$ cat src/rtl/mux41_pkg.sv
// Shared types and constants for the mux41 round-robin arbiter family.
// Holds the state encoding, requester count and select width.
package mux41_pkg;

    localparam int NUM_REQ = 4;
    localparam int SEL_W   = 2;

    typedef enum logic {
        ST_IDLE  = 1'b0,
        ST_GRANT = 1'b1
    } state_e;

    typedef logic [SEL_W-1:0]   sel_t;
    typedef logic [NUM_REQ-1:0] req_t;

    function automatic req_t onehot(input sel_t idx);
        return req_t'(1) << idx;
    endfunction

endpackage

$ cat src/rtl/mux41_rr_arbiter_if.sv
// Request/grant bundle between the four requesters and the arbiter.
// The arbiter is the slave side; the requester side (or a bench) is the master.
interface mux41_rr_arbiter_if #(
    parameter int CNT_W = 4
);
    import mux41_pkg::*;

    req_t             req;
    req_t             gnt;
    logic             s0;
    logic             s1;
    logic             busy;
    logic [CNT_W-1:0] hold_cnt;

    modport master (
        output req,
        input  gnt, s0, s1, busy, hold_cnt
    );

    modport slave (
        input  req,
        output gnt, s0, s1, busy, hold_cnt
    );

endinterface

$ cat src/rtl/mux41_rr_arbiter_rr_pick4.sv
// Combinational 4-way round-robin priority encoder: scans last+1, last+2, ...
// (mod 4) and reports the first asserted request.
module rr_pick4
    import mux41_pkg::*;
(
    input  req_t req,
    input  sel_t last,
    output sel_t winner,
    output logic any
);

    sel_t idx;

    always_comb begin
        // NOTE: every output gets a default before the loop so no latch is inferred.
        winner = '0;
        any    = 1'b0;
        idx    = '0;
        // Walk from lowest to highest priority so the nearest hit overwrites the rest.
        for (int k = NUM_REQ; k >= 1; k--) begin
            idx = last + SEL_W'(k);
            if (req[idx]) begin
                winner = idx;
                any    = 1'b1;
            end
        end
    end

endmodule

$ cat src/rtl/mux41_rr_arbiter.sv
// Round-robin owner of the mux41 select lines: grants one of four requesters,
// drives {s1,s0} to its index and releases on request drop or hold limit.
module mux41_rr_arbiter
    import mux41_pkg::*;
#(
    parameter int MAX_HOLD = 8,
    parameter int CNT_W    = 4
) (
    input logic                clk,
    input logic                rst_n,
    mux41_rr_arbiter_if.slave  bus
);

    localparam logic             HOLD_LIMITED = (MAX_HOLD != 0);
    localparam logic [CNT_W-1:0] HOLD_LAST    = CNT_W'(MAX_HOLD - 1);

    state_e           state_q;
    req_t             gnt_q;
    sel_t             sel_q;
    logic             busy_q;
    logic [CNT_W-1:0] hold_cnt_q;
    logic [CNT_W-1:0] hold_cnt_d;
    sel_t             last_q;

    sel_t pick_winner;
    logic pick_any;
    logic release_hit;

    rr_pick4 u_pick (
        .req    (bus.req),
        .last   (last_q),
        .winner (pick_winner),
        .any    (pick_any)
    );

    // A drop and a limit hit on the same edge collapse into one release.
    assign release_hit = !bus.req[sel_q] || (HOLD_LIMITED && (hold_cnt_q == HOLD_LAST));
    assign hold_cnt_d  = (&hold_cnt_q) ? hold_cnt_q : hold_cnt_q + CNT_W'(1);

    always_ff @(posedge clk or negedge rst_n) begin
        if (!rst_n) begin
            state_q    <= ST_IDLE;
            gnt_q      <= '0;
            sel_q      <= '0;
            busy_q     <= 1'b0;
            hold_cnt_q <= '0;
            last_q     <= sel_t'(NUM_REQ - 1);
        end else begin
            // NOTE: non-blocking assignments keep every register sampling pre-edge values.
            case (state_q)
                ST_IDLE: begin
                    if (pick_any) begin
                        state_q    <= ST_GRANT;
                        gnt_q      <= onehot(pick_winner);
                        sel_q      <= pick_winner;
                        busy_q     <= 1'b1;
                        hold_cnt_q <= '0;
                        last_q     <= pick_winner;
                    end
                end
                ST_GRANT: begin
                    // Select lines are left alone on release to avoid a mux glitch.
                    if (release_hit) begin
                        state_q    <= ST_IDLE;
                        gnt_q      <= '0;
                        busy_q     <= 1'b0;
                        hold_cnt_q <= '0;
                    end else begin
                        hold_cnt_q <= hold_cnt_d;
                    end
                end
            endcase
        end
    end

    assign bus.gnt      = gnt_q;
    assign bus.s0       = sel_q[0];
    assign bus.s1       = sel_q[1];
    assign bus.busy     = busy_q;
    assign bus.hold_cnt = hold_cnt_q;

endmodule

$ cat src/flat_wrapper.sv
// flat-port wrapper written by rule: the top's interface ports become plain ports
module mux41_rr_arbiter_flat import mux41_pkg::*;
#(
    parameter int MAX_HOLD = 8,
    parameter int CNT_W    = 4
)
  (clk, rst_n, bus_req, bus_gnt, bus_s0, bus_s1, bus_busy, bus_hold_cnt);
  mux41_rr_arbiter_if #(.CNT_W(CNT_W)) bus_i ();
  input logic clk;
  input logic rst_n;
  input wire logic [$bits(bus_i.req)-1:0] bus_req;
  output wire logic [$bits(bus_i.gnt)-1:0] bus_gnt;
  output wire logic [$bits(bus_i.s0)-1:0] bus_s0;
  output wire logic [$bits(bus_i.s1)-1:0] bus_s1;
  output wire logic [$bits(bus_i.busy)-1:0] bus_busy;
  output wire logic [$bits(bus_i.hold_cnt)-1:0] bus_hold_cnt;
  assign bus_i.req = bus_req;
  assign bus_gnt = bus_i.gnt;
  assign bus_s0 = bus_i.s0;
  assign bus_s1 = bus_i.s1;
  assign bus_busy = bus_i.busy;
  assign bus_hold_cnt = bus_i.hold_cnt;
  mux41_rr_arbiter #(.MAX_HOLD(MAX_HOLD), .CNT_W(CNT_W)) u_core (.clk(clk), .rst_n(rst_n), .bus(bus_i));
endmodule
$ cat config.mk
export PLATFORM = sky130hd
export DESIGN_NAME = mux41_rr_arbiter_flat
export DESIGN_NICKNAME = d
export VERILOG_FILES = /design/src/rtl/mux41_pkg.sv /design/src/rtl/mux41_rr_arbiter_if.sv /design/src/rtl/mux41_rr_arbiter_rr_pick4.sv /design/src/rtl/mux41_rr_arbiter.sv /design/src/flat_wrapper.sv
export SDC_FILE = /design/constraint.sdc
export NUM_CORES = 1
export LEC_CHECK = 0
export CAP_MARGIN = 20
export CORE_UTILIZATION = 36
export DETAILED_ROUTE_END_ITERATION = 8
export HOLD_SLACK_MARGIN = 0.05
export PLACE_DENSITY = 0.72
export SETUP_SLACK_MARGIN = 0.3
export SLEW_MARGIN = 20
export SYNTH_ARGS = -nofsm -noshare
export SYNTH_HDL_FRONTEND = slang
export SYNTH_SLANG_ARGS = --single-unit
$ cat constraint.sdc
create_clock -name clk -period 1.8 [get_ports clk]
set_input_delay 0.18 -clock clk [delete_from_list [all_inputs] [get_ports clk]]
set_output_delay 0.18 -clock clk [all_outputs]
set_load 0.1 [all_outputs]
**Yosys cells after proc, flatten, opt, wreduce, memory -nomap -nowiden**

Index checks and enable logic that the tools add are counted.
Widths: inputs -> output; s select.

- RAM bits: 0
- Output and inout bits: 11
- Memories kept: 0
- ROM bits: 0
- Register bits: 14
- Latch bits: 0

- $lt $le $gt $ge: 5
- Bitwise gates (word level): 1
- Multipliers: 0
- Reductions and logical operators: 6
- Eq/ne operators: 4
- Muxes and demuxes: 31
- $add $sub $neg: 4
- Divide/modulo/power cells: 0
- Shift operators: 1

Operators with widths:

| cell | number |
|---|---|
| $mux 4 | 5 |
| $pmux 4 s2 | 2 |
| $lt 2x3->1 const B | 5 |
| $mux 1 | 13 |
| $bmux 1 s2 | 5 |
| $mux 2 | 4 |
| $reduce_and 2->1 | 3 |
| $add 2x2->2 const B | 2 |
| $add 4x1->4 const B | 1 |
| $eq 4x3->1 const B | 1 |
| $pmux 1 s2 | 2 |
| $reduce_and 4->1 | 1 |
| $shl 1x2->4 const A | 1 |
| $ne 3x3->1 const B | 1 |
| $add 2x1->2 const B | 1 |
| $ne 2x1->1 const B | 1 |
| $ne 2x2->1 const B | 1 |
| $logic_not 1->1 | 1 |
| $logic_or 1x1->1 | 1 |
| $not 1->1 | 1 |

**Longest topological paths before layout**

- Depth in word-level cells: 9
- Mapped depth: 5
- Mapped depth without buffers: 5

**Cells and area by module**

From an unflattened synthesis, not the netlist that was laid out.

- Cells, all modules: 83
- Area total of the unflattened synthesis: 782.0 um^2

By module, submodules not included:

| module | times used | cells an instance | seq. area each (um^2) | area an instance (um^2) |
|---|---|---|---|---|
| mux41_rr_arbiter | 1 | 69 | 352.8 | 690.7 |
| rr_pick4 | 1 | 14 | 0.0 | 91.3 |

**Worst setup path after synthesis**

Ideal clock, no wire load.

- Path kind: reg2reg
- Start: register u_core.sel_q[1]
- End: register u_core.hold_cnt_q[0] (netlist: u_core.bus.hold_cnt[0])
- Period minus slack after synthesis: 2.157 ns
- Stages on the path, launching flop included: 5
- Slack: -0.357 ns
- Arrival time: 2.031 ns
- Path buffers: 0
- Cells stage by stage: dfrtp_1 -> mux4_2 -> nand2_2 -> a21oi_1 -> mux2_4

- Longest elaborated chain between the ends: 6

RTL lines:

| element | line | text |
|---|---|---|
| start, declared | mux41_rr_arbiter.sv:19 | `sel_t sel_q;` |
| start signal, assigned | mux41_rr_arbiter.sv:55 | `sel_q <= pick_winner;` |
| $bmux 1 s2 (*) | mux41_rr_arbiter.sv:37 | `assign release_hit = !bus.req[sel_q] \|\| (HOLD_LIMITED && (hold_cnt_q == HOLD_LAST));` |
| $mux 1 (implied by the code) (*) | mux41_rr_arbiter.sv:37 |  |
| $logic_not 1->1 (*) | mux41_rr_arbiter.sv:37 |  |
| $logic_or 1x1->1 (*) | mux41_rr_arbiter.sv:37 |  |
| $mux 4 / $ne 3x3->1 (equally long branches) | -- |  |
| $pmux 4 s2 / $reduce_and 2->1 (equally long branches) | -- |  |
| end signal, assigned | mux41_rr_arbiter.sv:69 | `hold_cnt_q <= hold_cnt_d;` |
| end, declared | mux41_rr_arbiter.sv:21 | `logic [CNT_W-1:0] hold_cnt_q;` |

Mark *: on every way between the ends. The rest lies on a longest branch, timed or not. The select of a mux whose other input is x is not followed.
A chain may end at the register's enable or synchronous reset.

**Worst setup path after layout**

- Start: input bus_req[1]
- End: register u_core.gnt_q[1] (netlist: u_core.bus.gnt[1])

- Longest elaborated chain between the ends: 9

RTL lines:

| element | line | text |
|---|---|---|
| start, declared | flat_wrapper.sv:11 | `input wire logic [$bits(bus_i.req)-1:0] bus_req;` |
| $bmux 1 s2 | mux41_rr_arbiter_rr_pick4.sv:22 | `if (req[idx]) begin` |
| $mux 1 (implied by the code) | mux41_rr_arbiter_rr_pick4.sv:22 |  |
| $mux 2 (4 in series) | mux41_rr_arbiter_rr_pick4.sv:22 |  |
| $shl 1x2->4 | mux41_pkg.sv:17 | `return req_t'(1) << idx;` |
| $mux 4 | mux41_rr_arbiter.sv:52 | `if (pick_any) begin` |
| $pmux 4 s2 | mux41_rr_arbiter.sv:50 | `case (state_q)` |
| end signal, assigned | mux41_rr_arbiter.sv:54 | `gnt_q <= onehot(pick_winner);` |
| end, declared | mux41_rr_arbiter.sv:18 | `req_t gnt_q;` |

Parallel ways exist; a longest one is shown, timed or not. The select of a mux whose other input is x is not followed.

==> run_results.csv <==
group,metric,value,unit
finish,finalNonFillerCells,112,
global_route,grt.total_usage,0.164,
clock_tree,clkSinkCount,14,
finish,antenna_cells,0,
setup_path,timing.rr.start,"u_core.sel_q[1]",
setup_path,cpPeakStageDelay,0.58,ns
yosys,yosys.area.top_type,"dfrtp_1",
sta,max_slew.worst_pin.slew,0.603,ns
sta,worst_clock_skew,0.00347,ns
die,start_util,0.397,
clock_tree,cts_max_level,1,
run_status,status,"completed",
placed_design,place_congestion,0.783,
sta,fmax,0.645,GHz
clock_tree,root_buffer,"clkbuf_4",
finish,area_delta_synth_final,36.9,%
yosys,syn-num-nets,68,
setup_path,r2r_end,"u_core.bus.gnt[1]",
clock_tree,cts_buffers,3,
setup_path,cp_data_required_time,1.97,ns
die,coreArea,1780,µm²
global_route,met3_usage,0.0392,
setup_path,worstSetupStartpointType,"input pin",
sta,setup_violations,0,
placed_design,dp.cells,106,
run,maxCapViolations,0,
sta,tns,0,ns
yosys,synth-seq-cells,14,
routing,drt.antenna.violating_nets,0,
setup_path,r2r_slack,0.26,ns
setup_path,crit_family,"multiplexers",
yosys,avgSynthCellArea,11.6,µm²
setup_path,path_cells,"clkdlybuf4s50_1 > mux4_2 > o211ai_2 > nand2_4 > a32o_1",
placed_design,dp.final_hpwl,1.13,mm
routing,drt_iter0_drc,8,
finish,nNetsFinal,95,
routing,first_pass_iters,4,
die,dieArea,2150,µm²
finish,layout_commonest_cell,"buf_4",
clock_tree,clock_path_buffers,2,
setup_path,cp_num_buf_inv,1,
die,ios,17,
die,fp.dieH,46.4,µm
yosys,synth_cell_types,29,
finish,drive_above_1_share,0.437,
global_route,grt_pass1_vias,542,
routing,avgViaCountPerCell,5.06,
global_route,grt-busiest-layer,"met1",
die,rows,15,
yosys,synthCells,61,
routing,wl,1.49,mm
yosys,syn_area,708,µm²
global_route,grt_max_degree,15,
global_route,grt_overflow,0,
yosys,synth_warnings,0,
setup_path,arrival,1.72,ns
routing,via_count,567,
setup_path,path_max_fanout,6,
yosys,synth_area_leaders,"dfrtp_1 (42%), dfstp_2 (7.4%), o2bb2ai_1 (3.7%)",
setup_path,reg2reg_depth,4,
clock_tree,cts_tree,"done",
die,die_width,46.4,µm
placed_design,port-buffer-count,16,
sta,maxSlewViolCount,0,
sta,rsz0062_at_grt,"true",
yosys,yosysSeqAreaShare,0.498,
sta,report.final.hold_viol_count,0,
global_route,grt_pass1_wl,2.38,mm
sta,slew-limit-headroom,0.597,
routing,drt-wirelength-per-cell,13.3,µm
setup_path,slowest_stage,"mux4_2",
global_route,grt.met1_usage,0.228,
clock_tree,worst_skew_pair.late_latency,0.28,ns
sta,post-route-period-util,0.862,
hold_path,min_path_type,"in2async",
global_route,grt.met2_usage,0.225,
global_route,grt_antenna_before_repair,0,
clock_tree,cts.clk_slew.worst_paths,0.08,ns
setup_path,cp-end-kind,"flip-flop",
setup_path,criticalPathCategory,"in2reg",
yosys,synth_top_area_frac,0.424,
routing,drc,0,
sta,post-route-min-period,1.55,ns
finish,final_cell_mix,"buf_4 (17), dfrtp_1 (7), nor2_1 (5), clkdlybuf4s50_1 (5)",
registers in the layout (all words and copies together) (netlist names):
name / count
u_core.last_q: 2
u_core.bus.busy: 1
u_core.bus.gnt: 4
u_core.sel_q: 2
u_core.bus.hold_cnt: 4
u_core.state_q: 1
logic make-up after synthesis:
group	after synthesis	share of synthesized area
AOI/OAI and AO/OA	24	0.251
adders and majority gates	1	0.0177
DFF	14	0.498
buffers and inverters	2	0.0106
muxes	4	0.0830
and+or+nand+nor	16	0.140
how the worst max path moves through the flow:
| stage | to | depth (start not counted) | from |
|---|---|---|---|
| floorplan | u_core.bus.hold_cnt[0] | 4 | u_core.sel_q[1] |
| global placement | u_core.bus.hold_cnt[0] | 5 | bus_req[1] |
| detailed placement | u_core.bus.hold_cnt[0] | 5 | bus_req[1] |
| CTS | u_core.bus.gnt[1] | 4 | u_core.sel_q[1] |
| global route | u_core.bus.gnt[3] | 4 | u_core.sel_q[1] |
| finish | u_core.bus.gnt[1] | 5 | bus_req[1] |
layer usage:
| metal | share of wire | up-vias |
|---|---|---|
| li1 | - | 285 |
| met2 | 0.45 | 12 |
| met4 | 0.029 | 0 |
| met5 | 0 | - |
| met3 | 0.040 | 6 |
| met1 | 0.48 | 264 |
per-stage QoR:
step	util	setup slack, ns	hold WS, ns	instance area (µm²)
6_report	0.544	0.249	0.278	970
5_1_grt	0.544	0.201	0.337	970
4_1_cts	0.535	0.247	0.286	953
3_5_place_dp	0.513	0.00283	0.475	915
3_3_place_gp	0.513	0.0275	0.475	915
2_1_floorplan	-	0.0663	-0.116	721
final cells by class:
cell class                      count  area, µm²
Timing Repair Buffer               22        178
Multi-Input combinational cell     45        365
Tap cell                           25       31.3
Sequential cell                    14        362
Clock buffer                        4       26.3
Fill cell                         159        813
Inverter                            2       7.51
cells in the mapped netlist:
cell type and instances:
o211ai_2 1, ha_1 1, a22o_1 1, inv_1 2, o21ai_0 3, a21o_1 2, dfrtp_1 12, nand2_1 1
nor2_1 5, o21a_1 2, o211ai_1 2, nand2_2 1, nand4b_1 1, dfstp_2 2, a21oi_1 5, nor2b_1 3
nand2b_2 1, nor4_2 1, mux4_2 1, nand2_4 1, mux2_2 1, mux2i_1 1, o2bb2ai_1 3, nand3_1 2
mux2_4 1, o21ba_2 1, o21ai_2 1, a31oi_1 1, a32o_1 2
repair_timing:
item	in CTS	in global routing
resized for setup	1	1
pin swaps	0	4
buffers inserted	1	1
hold buffers	0	0
gates cloned	0	0
endpoints found under the setup margin	5	9
Power is not shown: default switching activity piles up to over one toggle a cycle in this logic, so the estimate is an artifact.
